<file path="config.mk">
export PLATFORM = sky130hd
export DESIGN_NAME = dmem_wt_cache
export DESIGN_NICKNAME = d
export VERILOG_FILES = /design/src/rtl/dmem_wt_cache.sv
export SDC_FILE = /design/constraint.sdc
export NUM_CORES = 1
export LEC_CHECK = 0
export ABC_AREA = 1
export BUFFER_PORTS_ARGS = -buffer_cell sky130_fd_sc_hd__buf_4
export CELL_PAD_IN_SITES_DETAIL_PLACEMENT = 1
export CELL_PAD_IN_SITES_GLOBAL_PLACEMENT = 1
export CORE_MARGIN = 5
export CORE_UTILIZATION = 50
export DETAILED_ROUTE_END_ITERATION = 10
export HOLD_SLACK_MARGIN = 0.12
export PLACE_DENSITY_LB_ADDON = 0.1
export SYNTH_ARGS = -nofsm -noshare
export SYNTH_HDL_FRONTEND = slang
export SYNTH_SLANG_ARGS = --single-unit
export TNS_END_PERCENT = 20
</file>
<file path="constraint.sdc">
create_clock -name clk -period 8.5 [get_ports clk]
set_input_delay 0.85 -clock clk [delete_from_list [all_inputs] [get_ports clk]]
set_output_delay 0.85 -clock clk [all_outputs]
set_load 0.005 [all_outputs]
</file>
<file path="src/rtl/dmem_wt_cache.sv">
// Direct-mapped, one-word-per-line, write-through, no-write-allocate data cache
// sitting between the CPU MEM/WB stages and a single-word backing memory.
module dmem_wt_cache #(
  parameter int IDX_BITS = 4
) (
  input  logic        clk,
  input  logic        rst_n,
  input  logic        mem_read,
  input  logic        mem_write,
  input  logic [31:0] mem_address,
  input  logic [3:0]  mem_byte_enable,
  input  logic [31:0] mem_wdata,
  input  logic        mem_stall,
  output logic        mem_resp,
  output logic        mem_ready,
  output logic [31:0] mem_rdata,
  output logic        pmem_read,
  output logic        pmem_write,
  output logic [31:0] pmem_address,
  output logic [3:0]  pmem_byte_enable,
  output logic [31:0] pmem_wdata,
  input  logic [31:0] pmem_rdata,
  input  logic        pmem_resp
);

  localparam int NLINES = 1 << IDX_BITS;
  localparam int TAG_W  = 30 - IDX_BITS;

  localparam logic [1:0] S_IDLE  = 2'd0;
  localparam logic [1:0] S_FETCH = 2'd1;
  localparam logic [1:0] S_WRITE = 2'd2;

  logic [1:0]          state_q, state_d;
  logic                ack_q, ack_d;
  logic                ready_q, ready_d;
  logic [31:0]         rdata_q, rdata_d;
  logic [NLINES-1:0]   valid_q;
  logic [TAG_W-1:0]    tag_q  [NLINES];
  logic [31:0]         data_q [NLINES];

  logic [IDX_BITS-1:0] idx;
  logic [TAG_W-1:0]    tag;
  logic                hit;
  logic                req;
  logic                fill_en;
  logic                merge_en;
  logic [31:0]         merged;
  logic                unused_addr_bits;

  assign idx = mem_address[2+IDX_BITS-1:2];
  assign tag = mem_address[31:2+IDX_BITS];
  assign hit = valid_q[idx] && (tag_q[idx] == tag);
  assign req = (mem_read | mem_write) & ~mem_stall;
  assign unused_addr_bits = ^mem_address[1:0];

  always_comb begin
    merged = data_q[idx];
    for (int b = 0; b < 4; b++) begin
      if (mem_byte_enable[b]) merged[8*b +: 8] = mem_wdata[8*b +: 8];
    end
  end

  always_comb begin
    state_d  = state_q;
    ack_d    = ack_q;
    ready_d  = 1'b0;
    rdata_d  = rdata_q;
    mem_resp = 1'b0;
    fill_en  = 1'b0;
    merge_en = 1'b0;
    case (state_q)
      S_IDLE: begin
        mem_resp = 1'b1;
        // The store that just completed is still held by the pipeline this cycle.
        if (ack_q) begin
          ack_d = 1'b0;
        end else if (req && mem_write) begin
          mem_resp = 1'b0;
          state_d  = S_WRITE;
        end else if (req && mem_read) begin
          if (hit) begin
            ready_d = 1'b1;
            rdata_d = data_q[idx];
          end else begin
            mem_resp = 1'b0;
            state_d  = S_FETCH;
          end
        end
      end
      S_FETCH: begin
        if (pmem_resp) begin
          fill_en = 1'b1;
          state_d = S_IDLE;
        end
      end
      S_WRITE: begin
        if (pmem_resp) begin
          merge_en = hit;
          ack_d    = 1'b1;
          state_d  = S_IDLE;
        end
      end
      default: state_d = S_IDLE;
    endcase
  end

  always_ff @(posedge clk or negedge rst_n) begin
    if (!rst_n) begin
      state_q <= S_IDLE;
      ack_q   <= 1'b0;
      ready_q <= 1'b0;
      rdata_q <= 32'h0;
      valid_q <= '0;
    end else begin
      state_q <= state_d;
      ack_q   <= ack_d;
      ready_q <= ready_d;
      rdata_q <= rdata_d;
      if (fill_en) valid_q[idx] <= 1'b1;
    end
  end

  // Tag/data storage needs no reset; the valid bits gate every use.
  always_ff @(posedge clk) begin
    if (fill_en) begin
      data_q[idx] <= pmem_rdata;
      tag_q[idx]  <= tag;
    end else if (merge_en) begin
      data_q[idx] <= merged;
    end
  end

  always_ff @(posedge clk) begin
    if (rst_n && !mem_stall) assert (!(mem_read && mem_write));
  end

  assign mem_ready        = ready_q;
  assign mem_rdata        = rdata_q;
  assign pmem_read        = (state_q == S_FETCH);
  assign pmem_write       = (state_q == S_WRITE);
  assign pmem_address     = {mem_address[31:2], 2'b00};
  assign pmem_byte_enable = (state_q == S_WRITE) ? mem_byte_enable : 4'hF;
  assign pmem_wdata       = mem_wdata;

endmodule

</file>
After elaboration in Yosys (flattened, before gate mapping)
Memories as Yosys holds them, arrays and structs flattened.
Index checks and enable logic that the tools add are counted.
Widths: inputs -> output; s select.
Storage, ports and cells
  RAM bits: 928
  latch bits: 0
  ROM bits: 0
  memories kept: 2
  flip-flop bits (word level): 52
  output and inout port bits: 104
  word-level logic and storage cells: 70
Cells by class
  equality and inequality tests: 8
  add/sub/neg operators: 0
  bitwise gates (word level): 7
  div/mod/pow operators: 0
  $mul: 0
  reductions and logical operators: 10
  shifts and indexed selects: 0
  $lt $le $gt $ge: 2
  mux-type cells: 36
Memory list
  data_q: words 16, bits a word 32, read ports 1, clocked after Yosys merged registers in 0, write ports 1, line 39  | logic [31:0] data_q [NLINES];
  tag_q: words 16, bits a word 26, read ports 1, clocked after Yosys merged registers in 0, write ports 1, line 38  | logic [TAG_W-1:0] tag_q [NLINES];
Operators by type and width (number)
  $mux 32: 1
  $mux 8: 4
  $eq 26x26->1: 1
  $mux 1: 21
  $or 16x16->16: 1
  $mux 2: 5
  $ne 3x3->1 const B: 2
  $lt 4x5->1 const B: 1
  $reduce_and 5->1: 1
  $bmux 1 s4: 1
  $demux 1 s4: 1
  $ge 4x1->1 const B: 1
  $logic_and 1x1->1: 4
  $mux 4: 1
  $ne 2x1->1 const B: 2
  $pmux 2 s2: 1
  $reduce_and 4->1: 1
  $not 1->1: 3
  $eq 2x1->1 const B: 1
  $eq 2x2->1 const B: 1
  $logic_not 2->1: 1
  $ne 2x2->1 const B: 1
  $or 1x1->1: 2
  $pmux 1 s2: 1
  other kinds (4): 4

Longest topological paths before layout
Gate-level depths: netlist (run 1).
  depth after elaboration: 9
  gate-level depth with buffers: 23
  gate-level depth less buffers: 20

Least setup slack after synthesis (run 1)
Ideal clock, no wire load.
  path type: input to register
  start: input mem_address[2]
  end: memory data_q[10][0], enable pin
  buffers on the path: 4
  slack: 3897 ps
  stages on the path: 17
  data arrival time: 4171 ps
  cell sequence: buf_4 > nand2_2 > inv_2 > buf_4 > buf_2 > nand2_1 > nand3_1 > nand2_1 > nand2_1 > o21bai_1 > nand2_1 > nor2_1 > nand3_1 > nor2_1 > nand3_1 > buf_2 > a21oi_1
Between the ends
  word-level cells in the longest chain between the ends: 9
  elaborated cells on any way between the ends: 11
RTL lines
  start: declaration: line 10  | input logic [31:0] mem_address,
  $mem_v2 16x26 / $bmux 1 s4 (equally long branches)
  $eq 26x26->1 / $mux 1 (equally long branches): line 52  | assign hit = valid_q[idx] && (tag_q[idx] == tag);
  $logic_and 1x1->1: line 52
  $mux 1: line 97  | if (pmem_resp) begin
  $mux 1: line 71  | case (state_q)
  $mux 1: line 128  | end else if (merge_en) begin
  $mux 1: line 125  | if (fill_en) begin
  $mux 1 (not written as such): line 129  | data_q[idx] <= merged;
  $or 1x1->1 (no source line)
  end: declaration: line 39
Parallel ways exist; a longest one is shown, timed or not. The select of a mux whose other input is x is not followed.

Worst setup path in the final report (run 1)
  start: input mem_address[2]
  end: output mem_resp
Between the ends
  word-level cells in the longest chain between the ends: 8
  elaborated cells on any way between the ends: 10
RTL lines
  $mem_v2 16x26 / $bmux 1 s4 (equally long branches)
  $eq 26x26->1 / $mux 1 (equally long branches): line 52
  $logic_and 1x1->1 (*): line 52
  $mux 1 (*): line 81  | if (hit) begin
  $mux 1 (*): line 80  | end else if (req && mem_read) begin
  $mux 1 (*): line 77  | end else if (req && mem_write) begin
  $mux 1 (*): line 75  | if (ack_q) begin
  $mux 1 (*): line 71
  end: declaration: line 14  | output logic mem_resp,
Every way passes the cells marked *; elsewhere a longest branch is shown, timed or not. The select of a mux whose other input is x is not followed.

==> results.md, run 1 <==
* Status: completed
* Initial antenna violation count at 1
* Die H at 292 um
* Post-synth EDFFs at just over 900
* Fin. Hold Viols at 0
* RSZ-0062 raised after global routing: no
* Cell chain of the critical path: buf_4 -> buf_4 -> nor2_4 -> nand2_1 -> o21ai_0 -> o21ai_0 -> nand2_1 -> nor2_1 -> nand2_1 -> nor2_1 -> nand3_1 -> nor2_1 -> nand3_1 -> nand2_1 -> nand2_1 -> inv_1 -> buf_4
* Worst Path Required at ~7.7 ns
* Total vias in the final route at 26016
* Ports at 210
* DPL Wire Length at 61600 um
* Crit path arrival time at about 4.5 ns
* VDD IR max at 196 uV
* ANT cells at 0
* Ys Warns at 0
* DIE AREA at about 85000 sq um
* Clk_skew at about 0.036 ns
* Design area at ~45000 sq um
* Pwr dens at between 200 and 250 nW/um^2
* Fraction of registers with async set/reset at 0.0531
* Crit end category: output pin
* CTS Buf Count at 99
* Clock Latency Late Sink at around 0.66 ns
* Avg Inst Size Synth at between 10 and 15 sq um
* Total track usage at 0.262
* H-tree lvl count at 3
* Worst-margin pin slew at 1.22 ns
* Setup_tns at 0 ns
* Total iterations of the first detailed-routing run at 5
* Fill count at about 7900
* Total Power at around 10 mW
* Slowest CP cell: buf_4
* IO buf count at a little over 200
* FP Rows at around 100
* Layout cell share with drive strength beyond 1 at 0.131
* Post-placement cell area at 42000 sq um
* Final WL at 114000 um
* Largest net degree at the start of global routing at ~130
* Vias in the first global route at around 27000
* GRT overflow at 0
* Die width at 292 um
* Slew headroom at 0.185
* Cts repair resizes at 0
* CTS tree: done
* DR iter-0 viols at about 1900
* Root Driver: clkbuf_16
* LEAKAGE at between 15 and 20 nW
* Initial Util at 0.503
* Synth unique cells at 32
* #FFs+latches synth at approximately 1000
* Mapped Cells at 3248
* Final period util at 0.628
* Fin util at 0.572
* Worst Path Max Fanout at 57
* Hold Slack at about 0.32 ns
* Max-cap violations at 0
* Final setup viols at 0
* Sink Count at 980
* NumNets Final at between 3000 and 4000
* Placer Congestion at a little over 0.8
* CTS clk-pin slew, worst paths at ~0.060 ns
* Final-report max-slew violation count at 0
* Area growth, synth to finish at 13.9%
* Most frequent cell on the critical path: nand2_1
* FMAX at ~0.19 GHz
* Core box area at approximately 80000 sq um
* Critical Path Start Type: primary input
* Crit Path Class: primary input to output pin
* Post-Syn Area at just under 40000 sq um
* Post-CTS setup buffer count at 0
* Min Tclk post-route at roughly 5.3 ns
* Most used DFF post-synth: edfxtp_1
* Worst hold path class: primary input to async pin
* Post-CTS Hold Fix Bufs at 0
* Residual DRC at 0
* CP max stage delay at around 0.7 ns
* CTS max path bufs at 3
* Post-synthesis sequential area ratio at 0.736
* Global-route wire length before repair at 170000 um
* Final ANT Viol Nets at 0
* DR WL/cell at roughly 25 um
* Vias/cell at between 5 and 6
-- final timing paths --
check | start | end | slack [ns] | cells after the start
max in group asynchronous | rst_n | valid_q[15]$_DFFE_PN0P_ | 7.60 | 1
setup reg to reg | tag_q[1][1]$_DFFE_PP_ | data_q[7][0]$_DFFE_PP_ | 4.49 | 14
min in group clk | valid_q[7]$_DFFE_PN0P_ | valid_q[7]$_DFFE_PN0P_ | 0.46 | 1
hold / removal | rst_n | mem_rdata[14]$_DFFE_PN0P_ | 0.32 | 1
hold reg to reg | valid_q[7]$_DFFE_PN0P_ | valid_q[7]$_DFFE_PN0P_ | 0.46 | 1
setup / recovery | mem_address[2] | mem_resp | 3.16 | 17
-- power by group --
part	internal (mW)	switching, mW	total (mW)
sequential	5.38	0.0280	5.41
clock	2.49	1.79	4.28
combinational	0.221	0.567	0.788
-- routing by layer --
layer / routed length, um / track usage
met1: 46600 / 0.347
met2: 57700 / 0.462
met3: 6420 / 0.0341
met4: 2970 / 0.0726
met5: 13 / 0
-- registers in the layout, summed over array words and instances (netlist names) --
register   count
mem_rdata     32
state_q        2
mem_ready      1
data_q       512
tag_q        416
valid_q       16
ack_q          1
-- logic make-up (layout without fill, tap and decap cells) --
group,count (synthesis),count (layout),synth area share
fa+ha+maj,3,3,0.000947
buf+inv,274,483,0.0366
compound gates,402,402,0.0695
simple gates,1588,1588,0.157
flops,980,980,0.736
other cells,1,2,0.0000946
-- per-stage QoR --
stage | instances | setup slack, ns
2_1_floorplan | 3249 | 3.90
5_1_grt | 4508 | 2.82
3_3_place_gp | 4328 | 2.64
6_report | 4508 | 3.16
3_5_place_dp | 4328 | 2.47
4_1_cts | 4508 | 3.17
-- area by class of cell --
cell class | instances | area, sq um | area share
multi-input combinational | 1995 | 9360 | 0.207
clock inverter | 48 | 440 | 0.00976
clock buffer | 132 | 2740 | 0.0606
timing repair buffer | 256 | 1950 | 0.0431
sequential | 980 | 29200 | 0.646
inverter | 47 | 189 | 0.00418
tap | 1050 | 1310 | 0.0291
-- cells in the final DEF, fill, tap and decap left out, types with 7 or more instances in the layout --
cell type	n
a21boi_0	32
a21oi_1	15
a21oi_4	16
a22oi_1	256
buf_4	254
bufinv_16	8
clkbuf_1	23
clkbuf_16	102
clkbuf_8	7
clkinv_1	18
clkinv_2	17
dfrtp_1	52
edfxtp_1	928
inv_1	41
nand2_1	1378
nand3_1	55
nand4_1	42
nor2_1	64
nor2_4	21
nor3_1	10
o21ai_0	34
o21ai_1	40
o21bai_1	9
or2_2	8
-- synthesized netlist by cell type, types with 3 or more instances --
library cell,count,area (sq um)
or2_2,8,50.1
dfrtp_1,52,1300
nor3_1,10,50.1
buf_4,71,533
and3_1,3,18.8
nand3_1,55,275
nand4_1,42,263
o21ai_0,34,170
edfxtp_1,928,27900
inv_2,5,18.8
a21boi_0,32,240
ha_1,3,37.5
clkbuf_1,76,285
nand2_1,1379,5180
o21ai_1,40,200
a22oi_1,256,1920
buf_1,20,75.1
o21bai_1,9,67.6
a21oi_1,31,155
buf_2,45,225
inv_1,41,154
nor2_2,3,18.8
nor2_1,81,304
buf_6,13,146
-- critical path, delay by kind of cell --
kind                   cells  cell delay, ns
buffers and inverters      4            1.51
and+or+nand+nor           11            1.79
AOI/OAI and AO/OA          2            0.32
(Power assumes the default switching activity.)
==> inputs of run 2 (changes only) <==
--- a/config.mk
+++ b/config.mk
@@ -5,12 +5,12 @@
 export SDC_FILE = /design/constraint.sdc
 export NUM_CORES = 1
 export LEC_CHECK = 0
-export ABC_AREA = 1
+export ABC_AREA = 0
 export BUFFER_PORTS_ARGS = -buffer_cell sky130_fd_sc_hd__buf_4
 export CELL_PAD_IN_SITES_DETAIL_PLACEMENT = 1
 export CELL_PAD_IN_SITES_GLOBAL_PLACEMENT = 1
 export CORE_MARGIN = 5
-export CORE_UTILIZATION = 50
+export CORE_UTILIZATION = 49
 export DETAILED_ROUTE_END_ITERATION = 10
 export HOLD_SLACK_MARGIN = 0.12
 export PLACE_DENSITY_LB_ADDON = 0.1
==> constraint.sdc (replaced) <==
create_clock -name clk -period 4.85 [get_ports clk]
set_input_delay 0.485 -clock clk [delete_from_list [all_inputs] [get_ports clk]]
set_output_delay 0.485 -clock clk [all_outputs]
set_load 0.005 [all_outputs]
==> results.md, run 2 <==
* Status: completed
* GRT overflow at 0 (unchanged)
* Final-report max-slew violation count at 0 (unchanged)
* Cell type with the largest total area after synthesis: edfxtp_1
* Flop pwr share at 0.514 (-0.002)
* Initial antenna violation count at 1 (unchanged)
* Most used DFF post-synth: edfxtp_1
* Post-CTS setup buffer count at 0 (unchanged)
* Worst Path Required at 4.37 ns (-3.28 ns)
* LEAKAGE at 15.3 nW (-10%)
* Layout cell share with drive strength beyond 1 at 0.397 (+0.266)
* Crit end category: output pin
* Ports at 210 (unchanged)
* Mapped Cells at 1810 (-44%)
* DR WL/cell at 29.4 um (+17%)
* Most frequent cell on the critical path: buf_4
* Final WL at 94200 um (-17%)
* Largest net degree at the start of global routing at 70 (-47%)
* Die width at 294 um (+0.73%)
* Post-placement cell area at 42500 sq um (+1.4%)
* Final ANT Viol Nets at 0 (unchanged)
* Initial Util at 0.492 (-0.0106)
* Slowest CP cell: mux4_2
* Cts repair resizes at 0 (unchanged)
* Pwr dens at 401 nW/um^2 (+73%)
* Slew headroom at 0.291 (+0.107)
* Final setup viols at 0 (unchanged)
* Placer Congestion at 0.762 (-6.0%)
* Fraction of registers with async set/reset at 0.0531 (unchanged)
* DIE AREA at 86300 sq um (+1.5%)
* HP Start: mem_address[14]
* ANT cells at 0 (unchanged)
* Avg Inst Size Synth at 21.8 sq um (+79%)
* Worst-margin pin slew at 1.06 ns (-0.160 ns)
* Post-synthesis sequential area ratio at 0.740 (+0.00380)
* Crit Path Class: flip-flop to output pin
* Total iterations of the first detailed-routing run at 5 (unchanged)
* Commonest non-fill, non-tap cell in the layout: edfxtp_1
* Min Tclk post-route at about 4.2 ns
* Total track usage at 0.219 (-0.0428)
* CTS tree: done
* Critical Path Start Type: flip-flop
* Fin. Hold Viols at 0 (unchanged)
* VDD IR max at 289 uV (+48%)
* Clk_skew at 0.0222 ns (-0.0138 ns)
* CTS max path bufs at 3 (unchanged)
* Gate power share at 0.069 (-0.006)
* Area fraction of the dominant cell type after synthesis at 0.707 (+0.00363)
* Largest Register: data_q
* Vias in the first global route at 20770 (-24%)
* H-tree lvl count at 3 (unchanged)
* Max reg flops at 512 (unchanged)
* Crit path arrival time at 3.68 ns (-0.81 ns)
* Area growth, synth to finish at 16.3%
* Post-CTS Hold Fix Bufs at 2 (+2)
* Post-synth top cells: edfxtp_1, mux4_2, mux2_2, buf_4, mux2i_1
* Core box area at 80200 sq um (+1.6%)
* Root Driver: clkbuf_16
* Residual DRC at 0 (unchanged)
* Setup_tns at 0 ns (unchanged)
* Setup crit start: tag_q[2][7]$_DFFE_PP_
* Count leader, synth: edfxtp_1
* IO buf count at 205 (unchanged)
* Ys Warns at 0 (unchanged)
* Clock power frac at 0.417 (+0.008)
* Design area at 45900 sq um (+1.6%)
* Cell chain of the critical path: mux4_2 -> mux2i_1 -> o32ai_1 -> a211o_1 -> o41ai_2 -> buf_4 -> nand4_1 -> nor4_2 -> buf_4 -> a21o_2 -> buf_4
* Post-Syn Area at 39400 sq um (-0.51%)
* Most frequent cells in the layout: edfxtp_1, buf_4, mux4_2
* FMAX at between 0.2 and 0.25 GHz
* #FFs+latches synth at 980 (unchanged)
* Max-cap violations at 0 (unchanged)
* Final setup margin at 0.688 ns (-2.47 ns)
* Worst r2r src: tag_q[2][7]$_DFFE_PP_
* DPL Wire Length at 53200 um (-14%)
* Fill count at 6771 (-14%)
* CTS clk-pin slew, worst paths at 0.06 ns (about the same)
* Post-synth EDFFs at 928 (unchanged)
* Sw frac at 0.212 (-0.0152)
* Synth unique cells at 60 (+88%)
* Worst hold path class: primary input to flip-flop
* Sink Count at 980 (unchanged)
* Final period util at 0.858
* Total vias in the final route at 18926 (-27%)
* RSZ-0062 raised after global routing: no
* CTS Buf Count at 101 (+2.0%)
* Worst Path Max Fanout at 4 (-93%)
* Vias/cell at 5.91 (+2.4%)
* Place WS at 0.390 ns (-2.08 ns)
* CP max stage delay at 0.47 ns (-0.22 ns)
* DR iter-0 viols at 1440 (-23%)
* NumNets Final at 2168 (-38%)
* FP Rows at 104 (+0.97%)
* Global-route wire length before repair at 140000 um (-18%)
* Top cells by area, synth: edfxtp_1, mux4_2, dfrtp_1
* Clock Latency Late Sink at 0.66 ns (about the same)
* Die H at 294 um (+0.73%)
* Internal Power at 14.5 mW (+79%)
* Sw power at 3.91 mW (+64%)
## run 2: kinds of logic after synthesis
kind of cell               count (synthesis)  synth area share
buffers and inverters                    166            0.0270
muxes                                    415             0.194
AOI/OAI and AO/OA                         66            0.0127
DFF                                      980             0.740
adders and majority gates                  3          0.000952
and+or+nand+nor                          148            0.0193
xor gates and xnor gates                  31           0.00688
other                                      1         0.0000951
## run 2: per-layer routing
metal | vias to the layer above | share of wire | GRT usage | wire, um
met4 | 0 | 0.029 | 0.0647 | 2710
met5 | - | 0 | 0 | 0
met1 | 10291 | 0.40 | 0.292 | 37800
li1 | 7945 | - | - | -
met2 | 543 | 0.52 | 0.385 | 49400
met3 | 147 | 0.045 | 0.0285 | 4260
## run 2: worst max-delay path: cells and delay by family (launching register included)
kind	cells	cell delay, ns
AND/OR/NAND/NOR	2	0.51
buffers and inverters	3	0.50
AO/OA/AOI/OAI	4	0.93
flip-flops	1	0.38
multiplexers	2	0.72
## run 2: area by class of cell
cell class / instances / area [sq um] / area share
inverters: 14 / 52.6 / 0.00115
clock buffers: 139 / 2880 / 0.0627
well taps: 1060 / 1330 / 0.0289
clock inverters: 49 / 438 / 0.00954
multi-input cells: 665 / 9460 / 0.206
repair buffers: 297 / 2570 / 0.0559
flip-flops and latches: 980 / 29200 / 0.636
## run 2: per-stage QoR
stage               hold slack, ns  std cells  utilization  power (mW)
floorplan                    0.189       1811            -        10.4
global placement             0.447       3014        0.531        10.9
finish                       0.173       3204        0.572        18.4
CTS                          0.133       3204        0.572        18.6
global route                 0.155       3204        0.572        19.1
detailed placement           0.452       3014        0.531        10.9
## run 2: power by group through the flow
stage	combinational (mW)	sequential [mW]	clock (mW)
final	1.27	9.46	7.68
after global routing	1.37	9.47	8.24
after CTS	1.30	9.46	7.85
after detailed placement	1.29	9.63	0
after global placement	1.26	9.62	0
after floorplan	0.787	9.62	0
## run 2: final timing paths
kind	slack, ns	end	cells after the start
worst max-delay path	0.69	mem_resp	11
worst min-delay path	0.17	tag_q[14][8]$_DFFE_PP_	1
worst max register to register	0.87	data_q[11][0]$_DFFE_PP_	13
worst min register to register	0.47	valid_q[0]$_DFFE_PN0P_	1
max in group asynchronous	3.81	valid_q[1]$_DFFE_PN0P_	2
min in group asynchronous	0.48	mem_rdata[19]$_DFFE_PN0P_	2
==> inputs of run 3 (changes only) <==
--- a/config.mk
+++ b/config.mk
@@ -10,9 +10,10 @@
 export CELL_PAD_IN_SITES_DETAIL_PLACEMENT = 1
 export CELL_PAD_IN_SITES_GLOBAL_PLACEMENT = 1
 export CORE_MARGIN = 5
-export CORE_UTILIZATION = 49
+export CORE_UTILIZATION = 30
 export DETAILED_ROUTE_END_ITERATION = 10
 export HOLD_SLACK_MARGIN = 0.12
+export MAX_ROUTING_LAYER = met4
 export PLACE_DENSITY_LB_ADDON = 0.1
 export SYNTH_ARGS = -nofsm -noshare
 export SYNTH_HDL_FRONTEND = slang
==> results.md, run 3 (same netlist as run 2, synthesis figures left out) <==
* Worst-margin pin slew at 0.999 ns (-0.0642 ns)
* LEAKAGE at 15.6 nW (+1.5%)
* GRT overflow at 0 (unchanged)
* Crit path arrival time at 3.78 ns (+0.10 ns)
* Total vias in the final route at 18854 (-0.38%)
* Worst Path Required at 4.37 ns (about the same)
* Final WL at 106000 um (+12%)
* CTS max path bufs at 3 (unchanged)
* Initial Util at 0.301 (-0.191)
* Final ANT Viol Nets at 0 (unchanged)
* Final-report max-slew violation count at 0 (unchanged)
* DP Cell Count at 3709 (+23%)
* Fin. Hold Viols at 0 (unchanged)
* Worst R2R Path Depth at 11 (-2)
* Fin util at 0.361 (-0.211)
* Top Usage Layer GRT: met2
* FMAX at 0.234 GHz (-2.4%)
* VDD IR max at 259 uV (-11%)
* Total iterations of the first detailed-routing run at 4 (-1)
* Most frequent cell on the critical path: buf_4
* Crit Path Class: flip-flop to output pin
* Slowest CP cell: o41ai_2
* Non-filler cells, final at 3942 (+23%)
* Fill count at 12839 (+90%)
* Max reg flops at 512 (unchanged)
* Hold Crit Depth at 1 (unchanged)
* Initial antenna violation count at 2 (+1)
* Final setup viols at 0 (unchanged)
* Clock Latency Late Sink at 0.70 ns (+0.04 ns)
* Worst Path Max Fanout at 4 (unchanged)
* Clk_skew at 0.0265 ns (+0.00424 ns)
* IO buf count at 205 (unchanged)
* Most frequent cells in the layout: edfxtp_1, buf_4, mux4_2
* Largest delay share family, worst path: compound AO/OA/AOI/OAI gates
* Residual DRC at 0 (unchanged)
* M2 GR Usage at 0.268 (-0.116)
* H-tree lvl count at 3 (unchanged)
* Critical Path Start Type: flip-flop
* Cell chain of the critical path: mux4_2 -> mux2i_1 -> o32ai_1 -> a211o_1 -> o41ai_2 -> nand4_1 -> nor4_2 -> buf_4 -> a21o_2 -> buf_4
* Largest Register: data_q
* DR iter-0 viols at 1199 (-17%)
* Global-route wire length before repair at 151000 um (+8.5%)
* Multi-input gate area at 9460 sq um (unchanged)
* WP depth at 10 (-1)
* Die width at 373 um (+27%)
* Final period util at 0.879 (+0.0213)
* Pwr dens at 402 nW/um^2 (+0.29%)
* FP Rows at 133 (+28%)
* CP max stage delay at 0.54 ns (+0.07 ns)
* Total track usage at 0.156 (-0.0633)
* Core box area at 131000 sq um (+64%)
* Sink Count at 980 (unchanged)
* Setup_tns at 0 ns (unchanged)
* Die H at 373 um (+27%)
* Slew headroom at 0.334 (+0.0428)
* Min Tclk post-route at 4.27 ns (+0.103 ns)
* Met1 GRT Util at 0.195 (-0.0965)
* Buf+Inv Stages, Crit Path at 2 (-1)
* Area growth, synth to finish at 20.1%
* Largest net degree at the start of global routing at 124 (+77%)
* Worst hold path class: primary input to flip-flop
* CTS Buf Count at 110 (+8.9%)
* Crit end category: output pin
* CTS clk-pin slew, worst paths at 0.06 ns (about the same)
* Total Power at 19.1 mW (+3.5%)
* Commonest non-fill, non-tap cell in the layout: edfxtp_1
* Storage cell area at 29200 sq um (unchanged)
* Layout cell share with drive strength beyond 1 at 0.391 (-0.00580)
* Vias/cell at 4.78 (-19%)
* Max-cap violations at 0 (unchanged)
* CTS tree: done
* RSZ-0062 raised after global routing: no
* GRT met3 Usage at 0.0275 (-0.00103)
* Ports at 210 (unchanged)
* NumNets Final at 2200 (+1.5%)
* DIE AREA at 139000 sq um (+61%)
* DR WL/cell at 26.8 um (-8.7%)
* Placer Congestion at 0.731 (-4.1%)
* Cts repair resizes at 0 (unchanged)
* Status: completed
* Root Driver: clkbuf_16
* Vias in the first global route at 21186 (+2.0%)
* DPL Wire Length at 60200 um (+13%)
* Setup slack, reg-to-reg at 0.76 ns (-0.11 ns)
## run 3: cell count changes in the layout (fill, tap and decap cells not counted), moves of 2 or more
| cell | before | now |
|---|---|---|
| clkinv_1 | 15 | 24 |
| clkinvlp_4 | 4 | 6 |
| dlygate4sd3_1 | 2 | 25 |
| clkbuf_16 | 105 | 113 |
| clkbuf_8 | 12 | 2 |
| buf_4 | 267 | 257 |
| clkinv_8 | 2 | 0 |
| buf_12 | 25 | 35 |
| bufinv_16 | 7 | 11 |
| clkbuf_1 | 22 | 28 |
## run 3: final timing paths
check / start / to
min reg2reg: valid_q[4]$_DFFE_PN0P_ / valid_q[4]$_DFFE_PN0P_
min in group asynchronous: rst_n / mem_rdata[20]$_DFFE_PN0P_
max in group asynchronous: rst_n / valid_q[8]$_DFFE_PN0P_
max reg2reg: tag_q[7][7]$_DFFE_PP_ / data_q[15][31]$_DFFE_PP_
max: tag_q[7][7]$_DFFE_PP_ / mem_resp
min: mem_address[11] / tag_q[11][5]$_DFFE_PP_
## run 3: metrics by stage
step	setup slack, ns	hold WS [ns]	cell area [sq um]
global route	0.421	0.132	47400
finish	0.585	0.168	47400
detailed placement	0.145	0.452	43500
CTS	0.499	0.120	47400
global placement	0.246	0.447	43500
floorplan	0.109	0.189	39400
## run 3: routing by layer
metal	share of wire	up-vias
li1	-	8034
met1	0.43	10320
met2	0.51	354
met3	0.041	146
met4	0.019	0
met5	0	-
## run 3: area by class of cell
| type | count | area share |
|---|---|---|
| multi-input combinational | 665 | 0.200 |
| antenna | 1 | 0.0000528 |
| tap | 1755 | 0.0464 |
| timing repair buffer | 320 | 0.0617 |
| clock buffer | 143 | 0.0625 |
| inverter | 14 | 0.00111 |
| clock inverter | 64 | 0.0127 |
| sequential | 980 | 0.616 |
## run 3: repair_timing
item                      CTS  global route
buffers inserted            0             0
hold buffers               25             0
hold endpoints to repair  343             0
## run 3: power by group
part	leakage (nW)	internal [mW]	switching, mW	total (mW)
combinational	4.79	0.604	0.722	1.33
sequential	9.06	9.41	0.0485	9.46
clock	1.73	4.87	3.40	8.27
total	15.6	14.9	4.17	19.1
## run 3: worst reg2reg max path, stage by stage, from the launching register on
cell and delay, ns:
edfxtp_1 0.36, mux4_2 0.49, mux2i_1 0.20, o32ai_1 0.17, a211o_1 0.30, o41ai_2 0.54
nand4_1 0.20, nor4b_2 0.32, buf_4 0.19, and2_2 0.17, buf_12 0.27, mux2_2 0.56
